===== src/rtl/lfsr_pkg.sv =====
// Shared types and helpers for the 8..11-bit Fibonacci LFSR and its period monitor.
// Sizes are selected by a 2-bit mode: n = 8 + mode.
package lfsr_pkg;

    localparam int unsigned MaxN = 11;
    localparam logic [MaxN-1:0] LfsrSeed = MaxN'(1);

    typedef enum logic [1:0] {
        StIdle,
        StSeed,
        StCount
    } mon_state_t;

    typedef enum logic [2:0] {
        ErrNone    = 3'd0,
        ErrSeed    = 3'd1,
        ErrLockup  = 3'd2,
        ErrRange   = 3'd3,
        ErrTimeout = 3'd4,
        ErrModeChg = 3'd5,
        ErrShort   = 3'd6
    } err_code_t;

    // Maximal sequence length 2^n-1 for the selected size.
    function automatic logic [MaxN:0] exp_period(input logic [1:0] mode);
        unique case (mode)
            2'b00:   return (MaxN+1)'(255);
            2'b01:   return (MaxN+1)'(511);
            2'b10:   return (MaxN+1)'(1023);
            default: return (MaxN+1)'(2047);
        endcase
    endfunction

    // Low n bits set; any LFSR state bit outside this mask is out of range.
    function automatic logic [MaxN-1:0] width_mask(input logic [1:0] mode);
        unique case (mode)
            2'b00:   return MaxN'(11'h0ff);
            2'b01:   return MaxN'(11'h1ff);
            2'b10:   return MaxN'(11'h3ff);
            default: return MaxN'(11'h7ff);
        endcase
    endfunction

endpackage


===== src/rtl/lfsr_period_monitor.sv =====
// Measures the LFSR period from seed back to seed and compares it with 2^n-1,
// reporting pass/fail with an error code and the number of counted steps.
module lfsr_period_monitor
    import lfsr_pkg::*;
#(
    parameter int unsigned MAX_N = 11,
    parameter int unsigned CNT_W = 12
) (
    input  logic             clk,
    input  logic             rst_n,
    input  logic             start,
    input  logic             stop,
    input  logic [1:0]       mode,
    input  logic [MAX_N-1:0] lfsr_in,
    output logic             busy,
    output logic             done,
    output logic             pass,
    output logic [2:0]       err_code,
    output logic [CNT_W-1:0] period
);

    mon_state_t       state_q, state_d;
    logic [1:0]       mode_q, mode_d;
    logic [CNT_W-1:0] cnt_q, cnt_d;
    logic             done_q, done_d;
    logic             pass_q, pass_d;
    err_code_t        err_q, err_d;
    logic [CNT_W-1:0] period_q, period_d;

    logic [MAX_N-1:0] mask_w;
    logic [MAX_N-1:0] seed_w;
    logic [CNT_W-1:0] exp_w;
    logic             end_run;
    err_code_t        end_err;

    assign mask_w = MAX_N'(width_mask(mode_q));
    assign seed_w = MAX_N'(LfsrSeed);
    assign exp_w  = CNT_W'(exp_period(mode_q));

    always_comb begin
        state_d  = state_q;
        mode_d   = mode_q;
        cnt_d    = cnt_q;
        done_d   = 1'b0;
        pass_d   = pass_q;
        err_d    = err_q;
        period_d = period_q;
        end_run  = 1'b0;
        end_err  = ErrNone;

        if (start && !stop) begin
            // Accepted in any state; an in-flight run is abandoned without a done pulse.
            state_d = StSeed;
            mode_d  = mode;
            cnt_d   = '0;
        end else begin
            unique case (state_q)
                StSeed: begin
                    if (mode != mode_q) begin
                        end_run = 1'b1;
                        end_err = ErrModeChg;
                    end else if (lfsr_in != seed_w) begin
                        end_run = 1'b1;
                        end_err = ErrSeed;
                    end else if (!stop) begin
                        state_d = StCount;
                        cnt_d   = CNT_W'(1);
                    end
                end
                StCount: begin
                    if (mode != mode_q) begin
                        end_run = 1'b1;
                        end_err = ErrModeChg;
                    end else if ((lfsr_in & ~mask_w) != '0) begin
                        end_run = 1'b1;
                        end_err = ErrRange;
                    end else if (lfsr_in == '0) begin
                        end_run = 1'b1;
                        end_err = ErrLockup;
                    end else if (lfsr_in == seed_w) begin
                        end_run = 1'b1;
                        end_err = (cnt_q == exp_w) ? ErrNone : ErrShort;
                    end else if (cnt_q == exp_w) begin
                        end_run = 1'b1;
                        end_err = ErrTimeout;
                    end else if (!stop) begin
                        // Paused cycles are not counted.
                        cnt_d = cnt_q + CNT_W'(1);
                    end
                end
                default: ;
            endcase

            if (end_run) begin
                state_d  = StIdle;
                done_d   = 1'b1;
                pass_d   = (end_err == ErrNone);
                err_d    = end_err;
                period_d = cnt_q;
            end
        end
    end

    always_ff @(posedge clk or negedge rst_n) begin
        if (!rst_n) begin
            state_q  <= StIdle;
            mode_q   <= 2'b00;
            cnt_q    <= '0;
            done_q   <= 1'b0;
            pass_q   <= 1'b0;
            err_q    <= ErrNone;
            period_q <= '0;
        end else begin
            state_q  <= state_d;
            mode_q   <= mode_d;
            cnt_q    <= cnt_d;
            done_q   <= done_d;
            pass_q   <= pass_d;
            err_q    <= err_d;
            period_q <= period_d;
        end
    end

    assign busy     = (state_q != StIdle);
    assign done     = done_q;
    assign pass     = pass_q;
    assign err_code = err_q;
    assign period   = period_q;

endmodule


===== config.mk =====
export PLATFORM = sky130hd
export DESIGN_NAME = lfsr_period_monitor
export DESIGN_NICKNAME = d
export VERILOG_FILES = /design/src/rtl/lfsr_pkg.sv /design/src/rtl/lfsr_period_monitor.sv
export SDC_FILE = /design/constraint.sdc
export NUM_CORES = 1
export LEC_CHECK = 0
export CORE_UTILIZATION = 54
export CTS_BUF_LIST = sky130_fd_sc_hd__clkbuf_8
export CTS_CLUSTER_SIZE = 16
export DETAILED_ROUTE_END_ITERATION = 7
export GPL_TIMING_DRIVEN = 0
export PLACE_DENSITY = 0.86
export SETUP_SLACK_MARGIN = 0.02
export SYNTH_ARGS = -nofsm -noshare
export SYNTH_HDL_FRONTEND = slang
export SYNTH_SLANG_ARGS = --single-unit

===== constraint.sdc =====
create_clock -name clk -period 3.7 [get_ports clk]
set_input_delay 1.11 -clock clk [delete_from_list [all_inputs] [get_ports clk]]
set_output_delay 1.11 -clock clk [all_outputs]
set_load 0.05 [all_outputs]

* Word level (Yosys, flattened, before mapping)
Cells that the tools add are included.
Operators by class: eq/ne operators 20, muxes and demuxes 40, div/mod/pow operators 0, $add $sub $neg 1, bitwise gates (word level) 3, $mul 0, shifts and indexed selects 0, reduce and logical (&&, ||, !) cells 12, magnitude comparators 0
Operators with widths (number):
- two-way mux 12 bit | 10
- one-hot mux 11 bit (3 select lines) | 2
- != test 3 bit (second input constant) | 9
- two-way mux 3 bit | 8
- one-hot mux 12 bit (2 select lines) | 1
- adder 12 x 1 -> 12 bit (second input constant) | 1
- equality test 12 bit | 1
- two-way mux 2 bit | 6
- AND 11 bit | 1
- equality test 11 x 1 -> 1 bit (second input constant) | 1
- logical NOT 11 bit | 1
- two-way mux 1 bit | 11
- != test 11 x 1 -> 1 bit (second input constant) | 1
- NOT 11 bit | 1
- nonzero test 11 bit | 1
- AND reduction 10 bit | 1
- != test 3 x 2 -> 1 bit (second input constant) | 2
- one-hot mux 3 bit (2 select lines) | 1
- nonzero test 3 bit | 2
- equality test 2 x 1 -> 1 bit (second input constant) | 2
- equality test 2 bit (second input constant) | 2
- AND reduction 4 bit | 1
- logical NOT 3 bit | 1
- != test 3 x 1 -> 1 bit (second input constant) | 1
- other kinds (8) | 8
Storage, ports and cells: ROM bits 0, input bits 17, word-level logic and storage cells 83, latch bits 0, bits in writable memories 0, bits in registers 33, memories 0, output and inout bits 18

* Depth between registers and ports, before layout
Gate-level depths: netlist of run 1.
depth after elaboration 12, depth in mapped cells 11, gate-level depth less buffers 9

* Least setup slack after synthesis of run 1
No wires, ideal clock.
path type input to register, start point input lfsr_in[1], end point register err_q[0], in the netlist err_code[0], path slack 533 ps, library setup time 125 ps, arrival time 3042 ps, path buffers 1, required time 3575 ps, stages on the path 10, cells stage by stage nor4_2 > nand3_2 > nor2_4 > inv_2 > ha_1 > nand3_1 > a221oi_2 > nor2_1 > buf_2 > mux2_2
On the way: cells in the longest elaborated chain, start to end 8, elaborated cells between the ends (all ways) 22, those cells by class eq/ne (2); mux (16); bitwise (1); reduce/logical (3)
RTL lines:
- from (decl) | RTL line lfsr_period_monitor.sv:14 | input logic [MAX_N-1:0] lfsr_in,
- equality test 11 x 1 -> 1 bit | RTL line lfsr_period_monitor.sv:80 | end else if (lfsr_in == seed_w) begin
- two-way mux 1 bit | RTL line lfsr_period_monitor.sv:80
- two-way mux 1 bit | RTL line lfsr_period_monitor.sv:77 | end else if (lfsr_in == '0) begin
- two-way mux 1 bit | RTL line lfsr_period_monitor.sv:74 | end else if ((lfsr_in & ~mask_w) != '0) begin
- two-way mux 1 bit | RTL line lfsr_period_monitor.sv:71 | if (mode != mode_q) begin
- one-hot mux 1 bit (2 select lines) | RTL line lfsr_period_monitor.sv:57 | unique case (state_q)
- two-way mux 1 bit | RTL line lfsr_period_monitor.sv:51 | if (start && !stop) begin
- AND reduction 2 bit (no line)
- to (signal assigned) | RTL line lfsr_period_monitor.sv:111 | err_q <= ErrNone;
- to (signal assigned) | RTL line lfsr_period_monitor.sv:119 | err_q <= err_d;
- to (decl) | RTL line lfsr_period_monitor.sv:27 | err_code_t err_q, err_d;
Several ways; a longest one is shown, not always the timed one. The select of a mux whose other input is x is not followed. A chain may end at the register's enable or synchronous reset.

* Worst setup path after layout of run 1
Ends and elaborated chain as after synthesis.

==> results of run 1 <==
==> cell usage in the layout, fill, tap and decap left out, drive strengths merged, types with 3 or more instances in the layout <==
cell type      synthesis  final
mux2i                  5      5
nor2                  15     15
xnor2                  6      6
inv                   13     13
buf                    2      3
ha                     6      6
dfrtp                 33     33
mux2                  17     17
clkbuf                 3     10
nand4                  5      5
nand3                  9      9
nand2b                 8      8
a21oi                  3      3
nor4                   5      5
nand2                 18     18
o21ai                  8      8
clkdlybuf4s50          0     33
nor3                   3      3
==> routing by layer <==
layer | vias up | GRT usage, % | routed length, um
li1 | 717 | - | -
met1 | 719 | 27.5 | 1710
met2 | 45 | 42.1 | 1930
met3 | 8 | 6.18 | 228
met4 | 0 | 10.4 | 63
met5 | - | 0 | 0
==> registers in the layout, indices dropped and copies added, names as in the netlist <==
| name | count |
|---|---|
| state_q | 2 |
| period | 12 |
| mode_q | 2 |
| err_code | 3 |
| cnt_q | 12 |
| pass | 1 |
| done | 1 |
==> timing repair <==
action / in CTS / in global routing
resized for setup: 1 / 1
setup endpoints to repair: 8 / 8
endpoints found under the hold margin: 0 / 0
==> power by group <==
| part | internal, W | switching [W] |
|---|---|---|
| combinational | 0.000148 | 0.000230 |
| sequential | 0.000396 | 0.0000288 |
| clock | 0.000168 | 0.000130 |
| total | 0.000712 | 0.000388 |
==> cell type report <==
cell class / count / area share, %
tap: 44 / 2.35
timing repair buffer: 34 / 14.3
buffer: 5 / 1.18
clock inverter: 1 / 0.214
inverter: 13 / 2.08
multi-input combinational: 130 / 40.5
sequential: 33 / 35.3
clock buffer: 7 / 4.11
==> stage by stage <==
step / utilization [%] / power, W / setup TNS (ns) / setup WS, ns / hold WS [ns]
floorplan: - / 0.000677 / 0 / 0.533 / 0.531
CTS: 74.1 / 0.00111 / 0 / 0.0909 / 0.510
global route: 74.3 / 0.00115 / 0 / 0.133 / 0.521
finish: 74.3 / 0.00110 / 0 / 0.262 / 0.509
detailed placement: 70.8 / 0.000804 / -3.55 / -0.421 / 0.495
global placement: 71.0 / 0.000793 / -2.44 / -0.305 / 0.489
==> cell families after synthesis <==
family	after synthesis	share of synthesized area [%]
flip-flops	33	44.8
XOR/XNOR	6	2.85
AO/OA/AOI/OAI	24	9.50
buffers and inverters	18	4.14
multiplexers	22	13.1
AND/OR/NAND/NOR	72	21.5
adder cells (fa/ha/maj)	6	4.07
==> worst max-delay path: stages <==
cell and delay (ns):
clkdlybuf4s50_1 0.43, nor4_2 0.32, nand3_2 0.22, nor2_4 0.14
inv_2 0.07, ha_1 0.18, nand3_1 0.08, a221oi_2 0.11
nor2_4 0.25, buf_2 0.31, mux2_2 0.38
==> worst paths after layout <==
kind | startpoint | slack [ns] | endpoint
max | lfsr_in[1] | 0.26 | err_code[0]
min | err_code[2] | 0.51 | err_code[2]
max reg2reg | cnt_q[0] | 0.78 | err_code[0]
min reg2reg | err_code[2] | 0.51 | err_code[2]
max in group asynchronous | rst_n | 2.34 | period[7]
min in group asynchronous | rst_n | 0.88 | period[9]
==> results.yml, run 1 <==
status:
  outcome: "finished clean"
cells_and_area:
  final-instance-count-excl-fill: 267
  nNetsFinal: 245
  fin_area_um2: 2340
  area_growth_pct: 27.1
  diodes: 0
  multi_input_area_um2: 948
  fillers: 243
  ff_latch_area_um2: 826
  drive_above_1_share_pct: 17.9
global_route:
  grt_pass1_vias: 1413
  grt_pass1_wl_mm: 6.27
  grt_max_degree: 34
  track_usage_pct: 23.9
  antenna_found_initial: 0
  grt_remaining_overflow: 0
timing:
  min_period_ns: 3.44
  finalSetupViolCount: 0
  final.setup_skew_ns: 0.00634
  maxSlewViolCount: 0
  max_freq_ghz: 0.291
  worst_pin_slew_ns: 0.738
  fin_crit_sh_pct: 92.9
  hold_viol_final: 0
  grt_setup_unrepaired: "false"
  max_slew_margin_pct: 50.8
yosys:
  syn_nets: 204
  yosysMostFrequentCell: "dfrtp_1"
  syn-cell-area_um2: 1840
  synth-warning-count: 0
  avgSynthCellArea_um2: 10.2
  ys_ff_latch: 33
  synth_common_cells: "dfrtp_1, nand2_1, mux2_2"
  synth_area_leader_cell: "dfrtp_1"
  synth_top_area_share_pct: 44.8
  async_reset_ff_share_pct: 100
  yosysUniqueCellTypes: 41
  synth_edf_count: 0
  seq_area_frac_synth_pct: 44.8
  syn_inst: 181
  synth_flop_cell: "dfrtp_1"
  synth_area_leaders: "dfrtp_1, mux2_2, ha_1, nand2_1, nor2_1"
clock_tree:
  clkLatencyLatePin_ns: 0.28
  htreeDepth: 2
  cts_sinks: 33
  clockRootBuffer: "clkbuf_8"
  clk_pin_slew_worst_paths_ns: 0.07
  max-clock-path-buffers: 2
  cts_inserted_buffers: 5
  postCtsHoldBufs: 0
  cts_setup_buffers: 0
  cts_tree: "built"
power_and_ir_drop:
  power_density_nw_per_um2: 469
  vdd_drop_max_uv: 363
  p_leak_nw: 1.02
worst_setup_path:
  start_kind: "primary input"
  critPathCaptureType: "register"
  critical_path_class: "in -> reg"
  critPathArrivalTime_ns: 3.61
  cp.required_ns: 3.87
  reg2regPathDepth: 10
  critPathMaxFanout: 10
route:
  drt_wl_total_mm: 3.93
  drt_iter0_markers: 68
  drc: 0
  vias: 1489
  post_drt_via_cell_ratio: 5.58
  ant_nets: 0
  firstDrtPassIters: 4
  wl_per_cell_um: 14.7
place:
  place_area_um2: 2230
  gp_congestion: 0.903
  dpl.hpwl_mm: 2.92
  io_buffer_count: 34
  dpl.cell_count: 259
floorplan:
  initial_core_util_pct: 58.5
  fp.dieArea_um2: 3650
  core-area_um2: 3150
  io_pins: 35
  row_count: 20
  die_y_um: 60.4
  die_x_um: 60.4
worst_hold_path:
  worstHoldPathType: "reg -> reg"
  hold_depth: 1
run:
  drv_cap: 0
Note: power is estimated with default switching activity, not from simulation.
==> run 2: changes to the inputs <==
Settings changed: ABC_AREA set to 1, ABC_CLOCK_PERIOD_IN_PS set to 3700, CORE_UTILIZATION 54 to 55.
==> run 2 against run 1 <==
Compared with the run above: synthesized cell count rose by 72%; via count rose by 45%; register-to-register slack improved by 0.54 ns; area after synthesis is 15% higher; routed wire length rose by 26%; fmax grew 21%; non-clock buffer count increased by 4; worst setup slack improved by 0.59 ns; die area increased by 13%; first-iteration DRC count rose to 3.8 times the previous value; global-route usage up 3.2 points; largest cell class unchanged; largest power group unchanged.
==> results.yml, run 2 <==
status:
  outcome: "finished clean"
timing:
  hold_viol_final: 0
  fin_crit_sh_pct: 77.1
  setup_tns_ns: 0
  final.setup_skew_ns: 0.00862
  min_period_ns: 2.85
  maxSlewViolCount: 0
  max_freq_ghz: 0.351
  grt_setup_unrepaired: "false"
  max_slew_margin_pct: 52.6
  setup_ws_ns: 0.848
  finalSetupViolCount: 0
  worst_pin_slew_ns: 0.711
cells_and_area:
  diodes: 0
  mostFrequentLayoutCell: "nand2_1"
  mostFrequentLayoutCells: "nand2_1, inv_1, nor2_1"
  final_util_pct: 70.7
  multi_input_area_um2: 1090
  ff_latch_area_um2: 826
  fillers: 297
  drive_above_1_share_pct: 8.19
  final-instance-count-excl-fill: 402
  area_growth_pct: 22.7
  nNetsFinal: 376
yosys:
  syn-cell-area_um2: 2120
  syn_nets: 335
  yosysMostFrequentCell: "nand2_1"
  synth_top_area_share_pct: 38.9
  synth-warning-count: 0
  synth_edf_count: 0
  avgSynthCellArea_um2: 6.81
  yosysUniqueCellTypes: 26
  ys_ff_latch: 33
  async_reset_ff_share_pct: 100
  synth_area_leader_cell: "dfrtp_1"
  synth_flop_cell: "dfrtp_1"
  synth_area_leaders: "dfrtp_1, nand2_1, inv_1, nor2_1, nand3_1"
  seq_area_frac_synth_pct: 38.9
  syn_inst: 312
  synth_common_cells: "nand2_1, inv_1, nor2_1"
floorplan:
  io_pins: 35
  row_count: 22
  initial_core_util_pct: 57.6
  core-area_um2: 3690
  die_x_um: 64.2
  die_y_um: 64.2
  fp.dieArea_um2: 4120
clock_tree:
  cts_sinks: 33
  htreeDepth: 2
  clk_pin_slew_worst_paths_ns: 0.07
  cts_resized: 0
  cts_inserted_buffers: 5
  max-clock-path-buffers: 2
  clkLatencyLatePin_ns: 0.29
  cts_tree: "built"
  cts_setup_buffers: 0
  clockRootBuffer: "clkbuf_8"
  postCtsHoldBufs: 0
power_and_ir_drop:
  total_power_w: 0.000947
  vdd_drop_max_uv: 162
  power_density_nw_per_um2: 363
  p_leak_nw: 1.31
global_route:
  antenna_found_initial: 0
  grt_remaining_overflow: 0
  track_usage_pct: 27.1
  grt_pass1_wl_mm: 8.55
  grt_max_degree: 34
  grt_pass1_vias: 1937
route:
  vias: 2152
  drc: 0
  drt_wl_total_mm: 4.96
  post_drt_via_cell_ratio: 5.35
  ant_nets: 0
  wl_per_cell_um: 12.3
  firstDrtPassIters: 5
  drt_iter0_markers: 257
place:
  io_buffer_count: 34
  dpl.cell_count: 394
  place_ws_ns: 0.575
  dpl.hpwl_mm: 3.74
  gp_congestion: 0.883
worst_setup_path:
  critPathCaptureType: "primary output"
  start_kind: "register"
  critical_path_class: "reg -> out"
  reg2regPathDepth: 13
  cp.required_ns: 2.59
  critPathArrivalTime_ns: 1.74
  critPathMaxFanout: 3
run:
  drv_cap: 0
worst_hold_path:
  hold_depth: 2
  worstHoldPathType: "reg -> reg"
## run 2: area by class of cell
class                      instances  area share (%)
timing repair buffer              34            12.9
inverter                          39            5.62
clock buffer                       5            2.64
sequential                        33            31.7
multi-input combinational        231            41.7
buffer                             9            2.50
tap                               48            2.30
clock inverter                     3           0.672
## run 2: critical path: stages (launching register included)
cell and delay [ns]:
dfrtp_1 0.37, inv_1 0.07, ha_1 0.19, inv_1 0.04, clkdlybuf4s50_1 0.78
## run 2: final timing paths
path / startpoint / to / slack (ns)
setup / recovery: state_q[0] / busy / 0.85
hold / removal: period[1] / period[1] / 0.48
setup reg to reg: cnt_q[0] / pass / 1.32
hold reg to reg: period[1] / period[1] / 0.48
max in group asynchronous: rst_n / err_code[0] / 2.37
min in group asynchronous: rst_n / period[5] / 0.87
## run 2: power by group
group          switching [W]  leakage (nW)  internal [W]
Combinational       0.000177         0.822     0.0000914
Clock               0.000142        0.0439      0.000130
Sequential         0.0000217         0.448      0.000385
## run 2: logic make-up after synthesis
logic type | Yosys count | share of synthesized area, %
flip-flops | 33 | 38.9
AND/OR/NAND/NOR | 203 | 41.9
AO/OA/AOI/OAI | 22 | 5.71
adder cells (fa/ha/maj) | 6 | 3.53
buffers and inverters | 48 | 9.95
## run 2: per-stage QoR
step / hold slack (ns) / area, um2
after CTS: 0.483 / 2610
after global routing: 0.488 / 2610
after global placement: 0.462 / 2520
after floorplan: 0.471 / 2120
final: 0.478 / 2610
after detailed placement: 0.464 / 2520
## run 2: layer usage
| layer | up-vias | part of all wire, % | track usage (%) |
|---|---|---|---|
| li1 | 1074 | - | - |
| met2 | 81 | 48 | 44.1 |
| met3 | 8 | 6.9 | 7.14 |
| met1 | 989 | 44 | 35.1 |
| met5 | - | 0 | 0 |
| met4 | 0 | 0.99 | 8.89 |
